<file path="config.mk">
export PLATFORM = sky130hd
export DESIGN_NAME = nibble_serial_adder
export DESIGN_NICKNAME = d
export VERILOG_FILES = /design/src/rtl/nibble_serial_adder.sv
export SDC_FILE = /design/constraint.sdc
export NUM_CORES = 1
export LEC_CHECK = 0
export CORE_MARGIN = 2
export CORE_UTILIZATION = 45
export DETAILED_ROUTE_END_ITERATION = 12
export PLACE_DENSITY = 0.71
export SKIP_CTS_REPAIR_TIMING = 1
export SLEW_MARGIN = 20
export SYNTH_ARGS = -nofsm -noshare
export SYNTH_HDL_FRONTEND = slang
export SYNTH_SLANG_ARGS = --single-unit
</file>
<file path="constraint.sdc">
create_clock -name clk -period 4.32 [get_ports clk]
set_clock_uncertainty 0.1 [all_clocks]
set_input_delay 0.648 -clock clk [delete_from_list [all_inputs] [get_ports clk]]
set_output_delay 0.648 -clock clk [all_outputs]
set_load 0.03 [all_outputs]
</file>
<file path="src/rtl/nibble_serial_adder.sv">
// Multi-cycle WIDTH-bit adder: one 4-bit ripple slice per cycle, LSB nibble first, carry registered.
// Define NIBBLE_SERIAL_ADDER_OVF_EN to add the signed-overflow output ovf.
module nibble_serial_adder #(
    parameter int unsigned WIDTH = 16
) (
    input  logic             clk,
    input  logic             rst,
    input  logic             in_valid,
    output logic             in_ready,
    input  logic [WIDTH-1:0] a,
    input  logic [WIDTH-1:0] b,
    input  logic             c_in,
    output logic             out_valid,
    input  logic             out_ready,
    output logic [WIDTH-1:0] sum,
    output logic             c_out
`ifdef NIBBLE_SERIAL_ADDER_OVF_EN
    ,
    output logic             ovf
`endif
);

    localparam int unsigned NIBBLES = WIDTH / 4;
    localparam int unsigned IdxW    = (NIBBLES > 1) ? $clog2(NIBBLES) : 1;

    if ((WIDTH % 4) != 0 || WIDTH < 4) begin : g_width_check
        $error("nibble_serial_adder: WIDTH must be a multiple of 4 and at least 4");
    end

    typedef enum logic [1:0] {
        StIdle,
        StAdd,
        StDone
    } state_e;

    state_e            state_q, state_d;
    logic [WIDTH-1:0]  a_q, a_d;
    logic [WIDTH-1:0]  b_q, b_d;
    logic              carry_q, carry_d;
    logic [IdxW-1:0]   idx_q, idx_d;
    logic [WIDTH-1:0]  sum_q, sum_d;
    logic              c_out_q, c_out_d;
`ifdef NIBBLE_SERIAL_ADDER_OVF_EN
    logic              ovf_q, ovf_d;
`endif

    logic [3:0]        a_nib, b_nib;
    logic [4:0]        slice_res;
    logic              last_nib;

    // Nibble select for the slice operands; only constant part-selects are used.
    always_comb begin
        a_nib = '0;
        b_nib = '0;
        for (int unsigned i = 0; i < NIBBLES; i++) begin
            if (idx_q == IdxW'(i)) begin
                a_nib = a_q[4*i +: 4];
                b_nib = b_q[4*i +: 4];
            end
        end
    end

    // The 4-bit slice: the only carry chain in the design, cut by carry_q every cycle.
    always_comb begin
        slice_res = {1'b0, a_nib} + {1'b0, b_nib} + {4'b0000, carry_q};
    end

    assign last_nib = (idx_q == IdxW'(NIBBLES - 1));

    always_comb begin
        state_d = state_q;
        a_d     = a_q;
        b_d     = b_q;
        carry_d = carry_q;
        idx_d   = idx_q;
        sum_d   = sum_q;
        c_out_d = c_out_q;
`ifdef NIBBLE_SERIAL_ADDER_OVF_EN
        ovf_d   = ovf_q;
`endif
        unique case (state_q)
            StIdle: begin
                if (in_valid) begin
                    a_d     = a;
                    b_d     = b;
                    carry_d = c_in;
                    idx_d   = '0;
                    state_d = StAdd;
                end
            end
            StAdd: begin
                for (int unsigned i = 0; i < NIBBLES; i++) begin
                    if (idx_q == IdxW'(i)) begin
                        sum_d[4*i +: 4] = slice_res[3:0];
                    end
                end
                carry_d = slice_res[4];
                if (last_nib) begin
                    c_out_d = slice_res[4];
`ifdef NIBBLE_SERIAL_ADDER_OVF_EN
                    ovf_d   = (a_q[WIDTH-1] == b_q[WIDTH-1]) &&
                              (slice_res[3] != a_q[WIDTH-1]);
`endif
                    idx_d   = '0;
                    state_d = StDone;
                end else begin
                    idx_d = idx_q + IdxW'(1);
                end
            end
            StDone: begin
                if (out_ready) begin
                    state_d = StIdle;
                end
            end
            default: state_d = StIdle;
        endcase
    end

    always_ff @(posedge clk or posedge rst) begin
        if (rst) begin
            state_q <= StIdle;
            a_q     <= '0;
            b_q     <= '0;
            carry_q <= 1'b0;
            idx_q   <= '0;
            sum_q   <= '0;
            c_out_q <= 1'b0;
`ifdef NIBBLE_SERIAL_ADDER_OVF_EN
            ovf_q   <= 1'b0;
`endif
        end else begin
            state_q <= state_d;
            a_q     <= a_d;
            b_q     <= b_d;
            carry_q <= carry_d;
            idx_q   <= idx_d;
            sum_q   <= sum_d;
            c_out_q <= c_out_d;
`ifdef NIBBLE_SERIAL_ADDER_OVF_EN
            ovf_q   <= ovf_d;
`endif
        end
    end

    assign in_ready  = (state_q == StIdle);
    assign out_valid = (state_q == StDone);
    assign sum       = sum_q;
    assign c_out     = c_out_q;
`ifdef NIBBLE_SERIAL_ADDER_OVF_EN
    assign ovf       = ovf_q;
`endif

endmodule

</file>
==> results of run 1 <==
==> cell type report <==
type | instances | area, um^2 | area share
flip-flops and latches | 54 | 1350 | 0.396
multi-input cells | 138 | 1240 | 0.365
repair buffers | 55 | 551 | 0.161
well taps | 75 | 93.8 | 0.0275
clock buffers | 6 | 72.6 | 0.0213
inverters | 16 | 61.3 | 0.0180
clock inverters | 2 | 37.5 | 0.0110
==> tightest hold or removal path, stage by stage, from the launching register on <==
cell	delay, ns
dfrtp_1	0.36
nand2_1	0.04
o21ai_0	0.06
==> metrics by stage <==
stage	utilization	hold WS (ns)
2_1_floorplan	-	0.381
3_5_place_dp	0.554	0.371
6_report	0.573	0.387
5_1_grt	0.573	0.416
4_1_cts	0.572	0.394
3_3_place_gp	0.554	0.359
==> worst max path at each step <==
stage	from	to
floorplan	idx_q[1]	sum[1]
global placement	idx_q[1]	sum[1]
detailed placement	idx_q[1]	sum[6]
CTS	idx_q[1]	sum[6]
global route	idx_q[0]	sum[11]
finish	idx_q[1]	c_out
==> synthesized netlist by cell type <==
| master | count |
|---|---|
| inv_1 | 16 |
| mux2_2 | 6 |
| clkbuf_1 | 2 |
| nand3b_1 | 2 |
| a22oi_1 | 2 |
| buf_2 | 4 |
| a211o_1 | 4 |
| mux2_4 | 30 |
| a21oi_1 | 20 |
| or2b_1 | 1 |
| buf_4 | 2 |
| and4bb_2 | 3 |
| a32o_1 | 1 |
| xnor2_1 | 1 |
| a21o_1 | 1 |
| nor4bb_1 | 1 |
| nand2b_1 | 1 |
| nor2_1 | 2 |
| a22o_1 | 8 |
| buf_6 | 2 |
| and2b_2 | 1 |
| nand2b_4 | 1 |
| nand3b_2 | 3 |
| ha_1 | 7 |
| nand2_1 | 17 |
| o21ai_0 | 18 |
| dfrtp_1 | 54 |
| buf_12 | 3 |
| nor2_8 | 1 |
| a211oi_1 | 4 |
| o21bai_1 | 1 |
| fa_1 | 2 |
==> flip-flops by register name, indices dropped and copies added, names as in the netlist <==
name	cells
a_q	16
sum	16
carry_q	1
idx_q	2
b_q	16
c_out	1
state_q	2
==> report_power, final <==
group	internal [mW]	total, mW	switching [mW]
Combinational	0.837	1.70	0.860
Sequential	0.765	0.941	0.176
Clock	0.173	0.336	0.163
==> cells by family after synthesis <==
group / Yosys count / share of synthesized area
AO/OA/AOI/OAI: 59 / 0.131
flip-flops: 54 / 0.486
multiplexers: 36 / 0.186
AND/OR/NAND/NOR: 33 / 0.0806
buffers and inverters: 29 / 0.0666
adder cells (fa/ha/maj): 9 / 0.0459
XOR/XNOR: 1 / 0.00315
==> metal layers <==
metal | vias up | track usage
met5 | - | 0
met4 | 0 | 0.0295
met1 | 861 | 0.231
met2 | 45 | 0.266
li1 | 874 | -
met3 | 4 | 0.0446
==> metrics, run 1 <==
Largest delay share family, worst path adder cells; share of cells above drive strength 1 0.196; die width between 80 and 90 um; Setup TNS 0 ns; post-DP HPWL 3800 um; Critical Path Start Type flip-flop; Final #Nets roughly 320; largest cells by area after synthesis dfrtp_1, mux2_4, a21oi_1, o21ai_0, ha_1; Max Fclk roughly 340 MHz; register area share after synthesis 0.486; Max FO, Critical Path 17; Final ANT Viol Nets 0; Hold EP sum[10]; RSZ-0062 raised after global routing false; leakage about 1.6 nW; worst skew pair latency approximately 0.31 ns; GR Util All Layers 0.167; Yosys top cell by area dfrtp_1; Synth top area share 0.486; TritonRoute pass-1 iters 4; outcome completed; Worst R2R Start idx_q[1]; commonest non-fill, non-tap cell in the layout clkdlybuf4s50_1; DRT iter0 DRCs 91; cells along the critical path inv_1 > ha_1 > o21ai_0 > a22oi_1 > fa_1 > inv_1 > fa_1 > a21o_1 > a21oi_1 > o21ai_0; Die Y-Extent about 83 um; slowest library cell on the worst path ha_1; CTS HTree Levels 2; fill count ~530; CTS max path bufs 2; worst endpoint data arrival time around 3 ns; Post-Syn Area approximately 2800 um^2; first-pass GRT wire length around 8500 um; Cell Rows 28; Setup WS post-layout 1.40 ns; Register-to-Register Setup Slack roughly 1.4 ns; core area ~6000 um^2; final hold violation count 0; Critical Path End Type flip-flop; # DRC 0; Tmin final slightly below 3 ns; Place WS between 1 and 1.5 ns; Max Used Layer met4; number of warnings issued by yosys 0; vias in the first global route about 1,800; synthesized instance count between 200 and 250; Antenna Cells 0; Worst Min Path Start sum[10]; worst r2r dst c_out; CTS buffer count 5; CP peak stage delay roughly 0.50 ns; post-synthesis average cell area roughly 13 um^2; Tcrit/Tclk final 0.677; Setup-failing EPs final 0; CTS tree built; port buffer count 55; overall power ~3.0 mW; syn_nets 267; Sink Count 54; post-synth cell types 32; non-filler cells, final ~350; max cap viols 0; Total Die Area ~6800 um^2; relative slew slack 0.403; CP Data Required Time roughly 4.4 ns; Worst Max-Slew Pin Slew 0.896 ns; WP buf/inv 2; pin count of the biggest net entering global routing between 50 and 60; initial core utilization 0.467; post-DR wirelength/cell between 10 and 15 um; reg2reg path depth 10; post-synthesis register bit count between 50 and 60; dpl cell area approximately 3300 um^2; Design Area, Final around 3400 um^2; most frequent cells in the layout clkdlybuf4s50_1, dfrtp_1, mux2_4; antenna violations before repair 0; Hold Path Depth 2; met2 WL post-DR ~2400 um; I/O pin cnt 56; Placed Cells roughly 340; GRT overflow 0; Slew Limit Fails 0; maximum vdd drop just over 0.4 mV; Via-to-Cell Ratio roughly 5.2; wl on met1 ~2500 um; Power per Cell Area 872 nW/um^2; Hold Crit Class flip-flop to flip-flop; clk slew on worst S/H paths 0.10 ns; CP Class flip-flop to flip-flop; GPL Wtd Cong roughly 0.74; Vias about 1,800; WP depth 10; met3 WL around 240 um; wirelength, routed a little over 5000 um; clk root buf clkbuf_8; Layout Area Growth over Synthesis 22.7%
(Power assumes the default switching activity.)
==> run 2: changes to the inputs <==
clock period = 2.9 ns   (was 4.32 ns; I/O delays follow)
==> run 2 against run 1 <==
Final cell count is 1.2% higher. Clock-buffer cell count is 1 higher. Global-route usage barely moved. Total power increased by 51%. Combinational power increased by 56%. Sequential share of layout area is 0.94 points lower. Register-to-register slack worse by 1.2 ns. First-iteration DRC count shrank 11%. Critical path depth rose by 1. Flip-flop and latch count unchanged. Largest power group unchanged.
==> metrics, run 2 (synthesis gave the netlist of run 1 again) <==
outcome completed; Setup TNS 0 ns (unchanged); overall power 4.49 mW (+51%); Total Die Area 6820 um^2 (unchanged); fill count 499 (-5.0%); maximum vdd drop 0.673 mV (+63%); CP Class flip-flop to flip-flop; Worst Min Path Start sum[8]; Slew Limit Fails 0 (unchanged); share of cells above drive strength 1 0.225 (+0.0299); # DRC 0 (unchanged); antenna violations before repair 0 (unchanged); Setup WS post-layout 0.177 ns (-1.22 ns); Via-to-Cell Ratio 5.20 (+0.80%); Hold Crit Class flip-flop to flip-flop; port buffer count 55 (unchanged); Layout Area Growth over Synthesis 25.7%; CTS max path bufs 2 (unchanged); Place WS 0.0552 ns (-1.37 ns); CTS HTree Levels 2 (unchanged); clk slew on worst S/H paths 0.09 ns (about the same); first-pass GRT wire length 8580 um (+1.4%); clk root buf clkbuf_8; post-DP HPWL 4030 um (+6.0%); non-filler cells, final 350 (+1.2%); Critical Path End Type flip-flop; max cap viols 0 (unchanged); Die Y-Extent 82.6 um (unchanged); TritonRoute pass-1 iters 4 (unchanged); CTS buffer count 5 (unchanged); Critical Path Start Type flip-flop; Max FO, Critical Path 17 (unchanged); worst skew pair latency 0.30 ns (about the same); commonest non-fill, non-tap cell in the layout clkdlybuf4s50_1; Register-to-Register Setup Slack 0.18 ns (-1.22 ns); die width 82.6 um (unchanged); Power per Cell Area 1280 nW/um^2 (+47%); Tmin final 2.72 ns (-0.200 ns); GPL Wtd Cong 0.777 (+4.9%); Design Area, Final 3490 um^2 (+2.4%); Hold Path Depth 2 (unchanged); Max Fclk 367 MHz (+7.3%); Tcrit/Tclk final 0.939 (+0.262); Cell Rows 28 (unchanged); dpl cell area 3350 um^2 (+1.7%); Placed Cells 342 (+1.2%); vias in the first global route 1,804 (+2.9%); initial core utilization 0.467 (unchanged); Hold EP sum[8]; Final ANT Viol Nets 0 (unchanged); Sink Count 54 (unchanged); worst r2r dst c_out; CTS tree built; CP Data Required Time 2.97 ns (-1.43 ns); pin count of the biggest net entering global routing 29 (-47%); Antenna Cells 0 (unchanged); I/O pin cnt 56 (unchanged); Vias 1,819 (+2.0%); Worst Max-Slew Pin Slew 0.584 ns (-0.312 ns); Worst R2R Start idx_q[0]; GRT overflow 0 (unchanged); relative slew slack 0.610 (+0.208); final hold violation count 0 (unchanged); leakage 1.58 nW (+1.9%); worst endpoint data arrival time 2.79 ns (-0.22 ns); Setup-failing EPs final 0 (unchanged); wirelength, routed 5210 um (+0.66%); reg2reg path depth 11 (+1); GR Util All Layers 0.167 (about the same); Final #Nets 320 (+1.3%); post-DR wirelength/cell 14.9 um (-0.49%); most frequent cells in the layout clkdlybuf4s50_1, dfrtp_1, mux2_4; DRT iter0 DRCs 81 (-11%); core area 5960 um^2 (unchanged)
==> run 2: changes by cell type in the layout (fill, tap and decap cells not counted), sizes merged <==
cell / change
buf: +4
bufinv: -1
clkbuf: +1
clkinvlp: -1
inv: +1
==> run 2: final cells by class <==
class / instances / area, um^2 / share of cell area
clock buffer: 7 / 86.3 / 0.0247
multi-input combinational: 138 / 1290 / 0.370
clock inverter: 1 / 5.00 / 0.00143
timing repair buffer: 59 / 606 / 0.173
sequential: 54 / 1350 / 0.387
tap: 75 / 93.8 / 0.0269
inverter: 16 / 60.1 / 0.0172
==> run 2: routing by layer <==
| metal | share of wire | wire, um | global-route usage | vias up |
|---|---|---|---|---|
| li1 | - | - | - | 881 |
| met1 | 0.48 | 2490 | 0.224 | 874 |
| met2 | 0.46 | 2390 | 0.269 | 56 |
| met3 | 0.049 | 257 | 0.0402 | 8 |
| met4 | 0.015 | 76 | 0.0459 | 0 |
| met5 | 0 | 0 | 0 | - |
==> run 2: stage by stage <==
| step | hold slack (ns) | util |
|---|---|---|
| after global routing | 0.409 | 0.587 |
| after floorplan | 0.381 | - |
| after global placement | 0.361 | 0.563 |
| after CTS | 0.397 | 0.579 |
| final | 0.389 | 0.587 |
| after detailed placement | 0.375 | 0.563 |
==> run 2: how the worst max path moves through the flow <==
stage	start	cells past startpoint	end
after CTS	idx_q[0]	9	sum[10]
after floorplan	idx_q[1]	11	sum[1]
after detailed placement	idx_q[0]	9	sum[10]
final	idx_q[0]	11	c_out
after global routing	idx_q[0]	11	c_out
after global placement	idx_q[0]	9	sum[1]
==> run 2: critical path: stages, from the launching register on <==
cell and delay (ns):
dfrtp_1 0.48, inv_1 0.16, ha_4 0.25, a21oi_1 0.11
o21ai_0 0.10, a22oi_1 0.22, fa_1 0.24, inv_1 0.05
fa_1 0.42, a21o_1 0.18, a21oi_1 0.19, o21ai_0 0.10
==> run 2: power breakdown <==
group	switching (mW)	total (mW)	internal, mW
sequential	0.271	1.41	1.14
combinational	1.30	2.66	1.36
clock	0.228	0.421	0.193
total	1.80	4.49	2.69
==> run 3: changes to the inputs <==
CTS_CLUSTER_DIAMETER = 50   (was unset)
==> results of run 3 <==
No change in the layout: final DEF, timing and power equal those of run 2.
==> RTL change 1, RTL diff (settings of run 2) <==
`sum_q` no longer has a reset.
--- a/src/rtl/nibble_serial_adder.sv
+++ b/src/rtl/nibble_serial_adder.sv
@@ -124,5 +124,4 @@
             carry_q <= 1'b0;
             idx_q   <= '0;
-            sum_q   <= '0;
             c_out_q <= 1'b0;
 `ifdef NIBBLE_SERIAL_ADDER_OVF_EN
@@ -135,5 +134,4 @@
             carry_q <= carry_d;
             idx_q   <= idx_d;
-            sum_q   <= sum_d;
             c_out_q <= c_out_d;
 `ifdef NIBBLE_SERIAL_ADDER_OVF_EN
@@ -141,4 +139,8 @@
 `endif
         end
+    end
+
+    always_ff @(posedge clk) begin
+        sum_q <= sum_d;
     end
 
Behaviour: differs if rst is asserted again (counterexample within 4 cycles, from zero or initial values and one cycle with rst high); with rst held inactive, the same outputs for 10 cycles.
==> RTL change 1 against run 2 <==
  * Routed wire length down 14%
  * Via count is 13% lower
  * Power fell by 3.5%
  * Design area decreased by 5.6%
  * Worst setup slack improved by 0.12 ns
  * Sequential cell count did not move
  * Sequential share of layout area grew 4.7 points
  * Die area decreased by 6.3%
  * Synthesized area shrank 6.7%
  * Cell count decreased by 8.9%
  * Largest power group unchanged
==> RTL change 1: results <==
group,metric,value,unit
drt,drt-initial-drc-count,87,
global_routing,grt_pass1_wl,7320,um
drt,wl_per_cell,14.11,um
worst_setup_path,slowest_stage,"fa_1",
final_layout,area.sequential,0.001431,sq mm
power,p_leak,1.440,nW
worst_setup_path,rrSetupSlack,0.29,ns
logic_synthesis,async_flop_share,70.37,%
power,switchingPower,1.632,mW
logic_synthesis,synth_edf_count,16,
final_layout,nNetsFinal,292,
final_layout,multi_input_area,0.001018,sq mm
logic_synthesis,yosysSeqAreaShare,55.16,%
worst_setup_path,path_max_fanout,9,
final_layout,inverters,17,
drt,routed_via_density,4.953,
global_routing,grt_usage,15.11,%
logic_synthesis,ys_top_cells_by_area,"dfrtp_1, edfxtp_1, mux2_4, a21oi_1, ha_1",
floorplan,num_rows,27,
logic_synthesis,syn-num-nets,235,
drt,vias,1580,
power,peakVddDrop,0.6600,mV
final_layout,final-nonclk-buf-share,18.21,%
power,p_total,4.330,mW
placement,hpwlAfterDp,3413,um
status,status,"complete, no violations",
final_layout,signal_buffers,60,
logic_synthesis,yosys.cell_types.count,28,
## RTL change 1: cell types whose count changed in the layout (fill, tap and decap cells not counted), moves of 4 or more
cell / before / now
nand2_1: 17 / 10
a211oi_1: 4 / 0
mux2_2: 6 / 2
a211o_1: 4 / 0
edfxtp_1: 0 / 16
o21ai_0: 18 / 10
dfrtp_1: 54 / 38
## RTL change 1: kinds of logic after synthesis
kind of cell             count (synthesis)  synth area share, %
adder cells (fa/ha/maj)                  9                4.918
AND/OR/NAND/NOR                         21                4.822
buffers and inverters                   27                5.979
AO/OA/AOI/OAI                           44                10.22
XOR/XNOR                                 2               0.6751
flip-flops                              54                55.16
multiplexers                            32                18.23
## RTL change 1: worst register-to-register path, cell delays in order, from the launching register on
cell,delay [ns]
dfrtp_1,0.43
inv_1,0.10
ha_1,0.36
nand2_1,0.09
o21ai_0,0.19
a22oi_2,0.09
fa_1,0.42
inv_1,0.08
fa_1,0.47
## RTL change 1: worst paths after layout
check / to / start / cells past startpoint
max: sum[9]$_DFFE_PP_ / idx_q[0]$_DFFE_PP0P_ / 8
min: c_out$_DFFE_PP0P_ / c_out$_DFFE_PP0P_ / 2
max reg2reg: sum[9]$_DFFE_PP_ / idx_q[0]$_DFFE_PP0P_ / 8
min reg2reg: c_out$_DFFE_PP0P_ / c_out$_DFFE_PP0P_ / 2
max in group asynchronous: b_q[12]$_DFFE_PP0P_ / rst / 3
min in group asynchronous: a_q[1]$_DFFE_PP0P_ / rst / 3
## RTL change 1: per-layer routing
layer	up-vias	wire, um	track usage [%]
met3	6	251	3.846
li1	773	-	-
met2	57	1968	23.17
met5	-	0	0
met1	744	2227	20.93
met4	0	53	5.085
==> RTL change 2, RTL diff (settings of run 2) <==
Made on the original files. The parameter `WIDTH` goes from 16 to 32.
--- a/src/rtl/nibble_serial_adder.sv
+++ b/src/rtl/nibble_serial_adder.sv
@@ -2,5 +2,5 @@
 // Define NIBBLE_SERIAL_ADDER_OVF_EN to add the signed-overflow output ovf.
 module nibble_serial_adder #(
-    parameter int unsigned WIDTH = 16
+    parameter int unsigned WIDTH = 32
 ) (
     input  logic             clk,
Ports: changed (resized a, b and sum); port bits go from 56 to 104. No check against the original RTL was run, so the function may have changed too.
==> RTL change 2 against run 2 <==
  * The run now ends with setup timing left
  * Routed wire length is 120% higher
  * Critical path depth is the same
  * Non-clock buffer count is 96 higher
  * Cell count up 100%
  * Die area up 70%
  * Worst setup slack got worse by 0.56 ns
  * Combinational power grew 110%
  * Sequential cell count rose by 49
  * Synthesized area increased by 74%
  * Design area rose by 93%
  * Via count up 110%
  * Power rose by 100%
  * Largest cell class unchanged
==> RTL change 2: results <==
group,metric,value,unit
global_routing,grtUsageMet3,3.995,%
min_path,hold_path.class,"input port to asynchronous set/reset pin",
placement,place_area,0.006417,sq mm
drt,drtAntennaViolNets,0,
final_layout,nNetsFinal,651,
status,status,"finished, violations left",
global_routing,use_met1,26.77,%
logic_synthesis,synthTopCellsByCount,"dfrtp_1, mux2_2, nand2_1",
global_routing,grt_pass1_wl,18700,um
sta,finalSetupViolCount,26,
status,failed_checks,"setup timing",
logic_synthesis,yosysSeqAreaShare,53.26,%
logic_synthesis,synth-xor-area-share,0.1810,%
logic_synthesis,synth_mux_area_share,15.10,%
global_routing,grt_usage,20.82,%
drt,routed_via_density,5.388,
logic_synthesis,synthAdderAreaFrac,3.154,%
placement,routabilityCongestion,0.8797,
logic_synthesis,async_flop_share,100.0,%
drt,drt-initial-drc-count,144,
power,p_int,5.276,mW
global_routing,grt_use_met2,35.53,%
power,peakVddDrop,0.8842,mV
global_routing,grt_start_max_net_pins,43,
final_layout,n_fill_cell,816,
sta,tns,-7.968,ns
clocking,clock_latency,0.37,ns
worst_setup_path,cp.arrival,3.44,ns
sta,layout_setup_ws,-0.3836,ns
worst_setup_path,path_max_fanout,3,
drt,drtPass1Iterations,5,
clocking,htree_levels,3,
logic_synthesis,syn-num-nets,509,
power,p_leak,2.840,nW
drt,routed_wirelength,11700,um
logic_synthesis,yosys.cell_types.count,44,
sta,tightest_slew,0.5608,ns
final_layout,drive_gt1_share,29.04,%
placement,hpwlAfterDp,8994,um
placement,io_buffer_count,103,
logic_synthesis,ys_top_cells_by_area,"dfrtp_1, mux2_2, o21ai_0, nand2_1, a21oi_1",
logic_synthesis,synth_compound_area_share,15.85,%
RTL change 2: logic make-up after synthesis:
logic type / count (synthesis)
buf+inv: 41
compound gates: 114
simple gates: 94
flops: 103
mux: 65
fa+ha+maj: 11
xor+xnor: 1
RTL change 2: area by class of cell:
class	count	area, sq um	share of cell area [%]
multi-input cells	285	2266	33.62
inverters	17	68.82	1.021
clock inverters	6	70.07	1.040
repair buffers	155	1463	21.70
well taps	136	170.2	2.525
clock buffers	9	123.9	1.838
flip-flops and latches	103	2579	38.26
RTL change 2: critical path: stages, from the launching register on:
cell and delay (ns):
dfrtp_1 0.45, ha_4 0.19, ha_4 0.15, or2_4 0.26, a2111oi_4 0.35, a2111oi_4 0.06, o41ai_2 0.43, ha_1 0.29
nor2b_1 0.13, o21a_1 0.18, or3_4 0.35, a31o_2 0.24
RTL change 2: stage by stage:
step,std cells,power (mW),setup WS [ns]
after floorplan,429,5.866,-0.2812
after global placement,694,7.649,-0.3781
after detailed placement,694,7.797,-0.4778
after CTS,709,8.701,-0.4934
after global routing,711,9.604,-0.5215
final,711,8.996,-0.3836
RTL change 2: power by group through the flow:
stage	Combinational, mW	Clock, mW	Sequential [mW]
2_1_floorplan	2.97	0	2.90
3_3_place_gp	5.04	0	2.61
3_5_place_dp	5.17	0	2.62
4_1_cts	5.18	0.923	2.60
5_1_grt	5.94	0.975	2.69
6_report	5.49	0.895	2.61
RTL change 2: worst paths after layout:
| kind | from | endpoint | slack, ns | cells after the start |
|---|---|---|---|---|
| worst max-delay path | idx_q[1]$_DFFE_PP0P_ | sum[3]$_DFFE_PP0P_ | -0.38 | 11 |
| worst min-delay path | rst | a_q[29]$_DFFE_PP0P_ | 0.38 | 3 |
| worst max register to register | idx_q[1]$_DFFE_PP0P_ | sum[3]$_DFFE_PP0P_ | -0.38 | 11 |
| worst min register to register | sum[24]$_DFFE_PP0P_ | sum[24]$_DFFE_PP0P_ | 0.39 | 2 |
| max in group asynchronous | rst | idx_q[0]$_DFFE_PP0P_ | 1.90 | 3 |
| min in group clk | sum[24]$_DFFE_PP0P_ | sum[24]$_DFFE_PP0P_ | 0.39 | 2 |
RTL change 2: per-layer routing:
| layer | vias to the layer above | share of wire [%] |
|---|---|---|
| met4 | 0 | 1.3 |
| met3 | 15 | 4.7 |
| met1 | 1888 | 44 |
| met5 | - | 0 |
| li1 | 1821 | - |
| met2 | 107 | 50 |
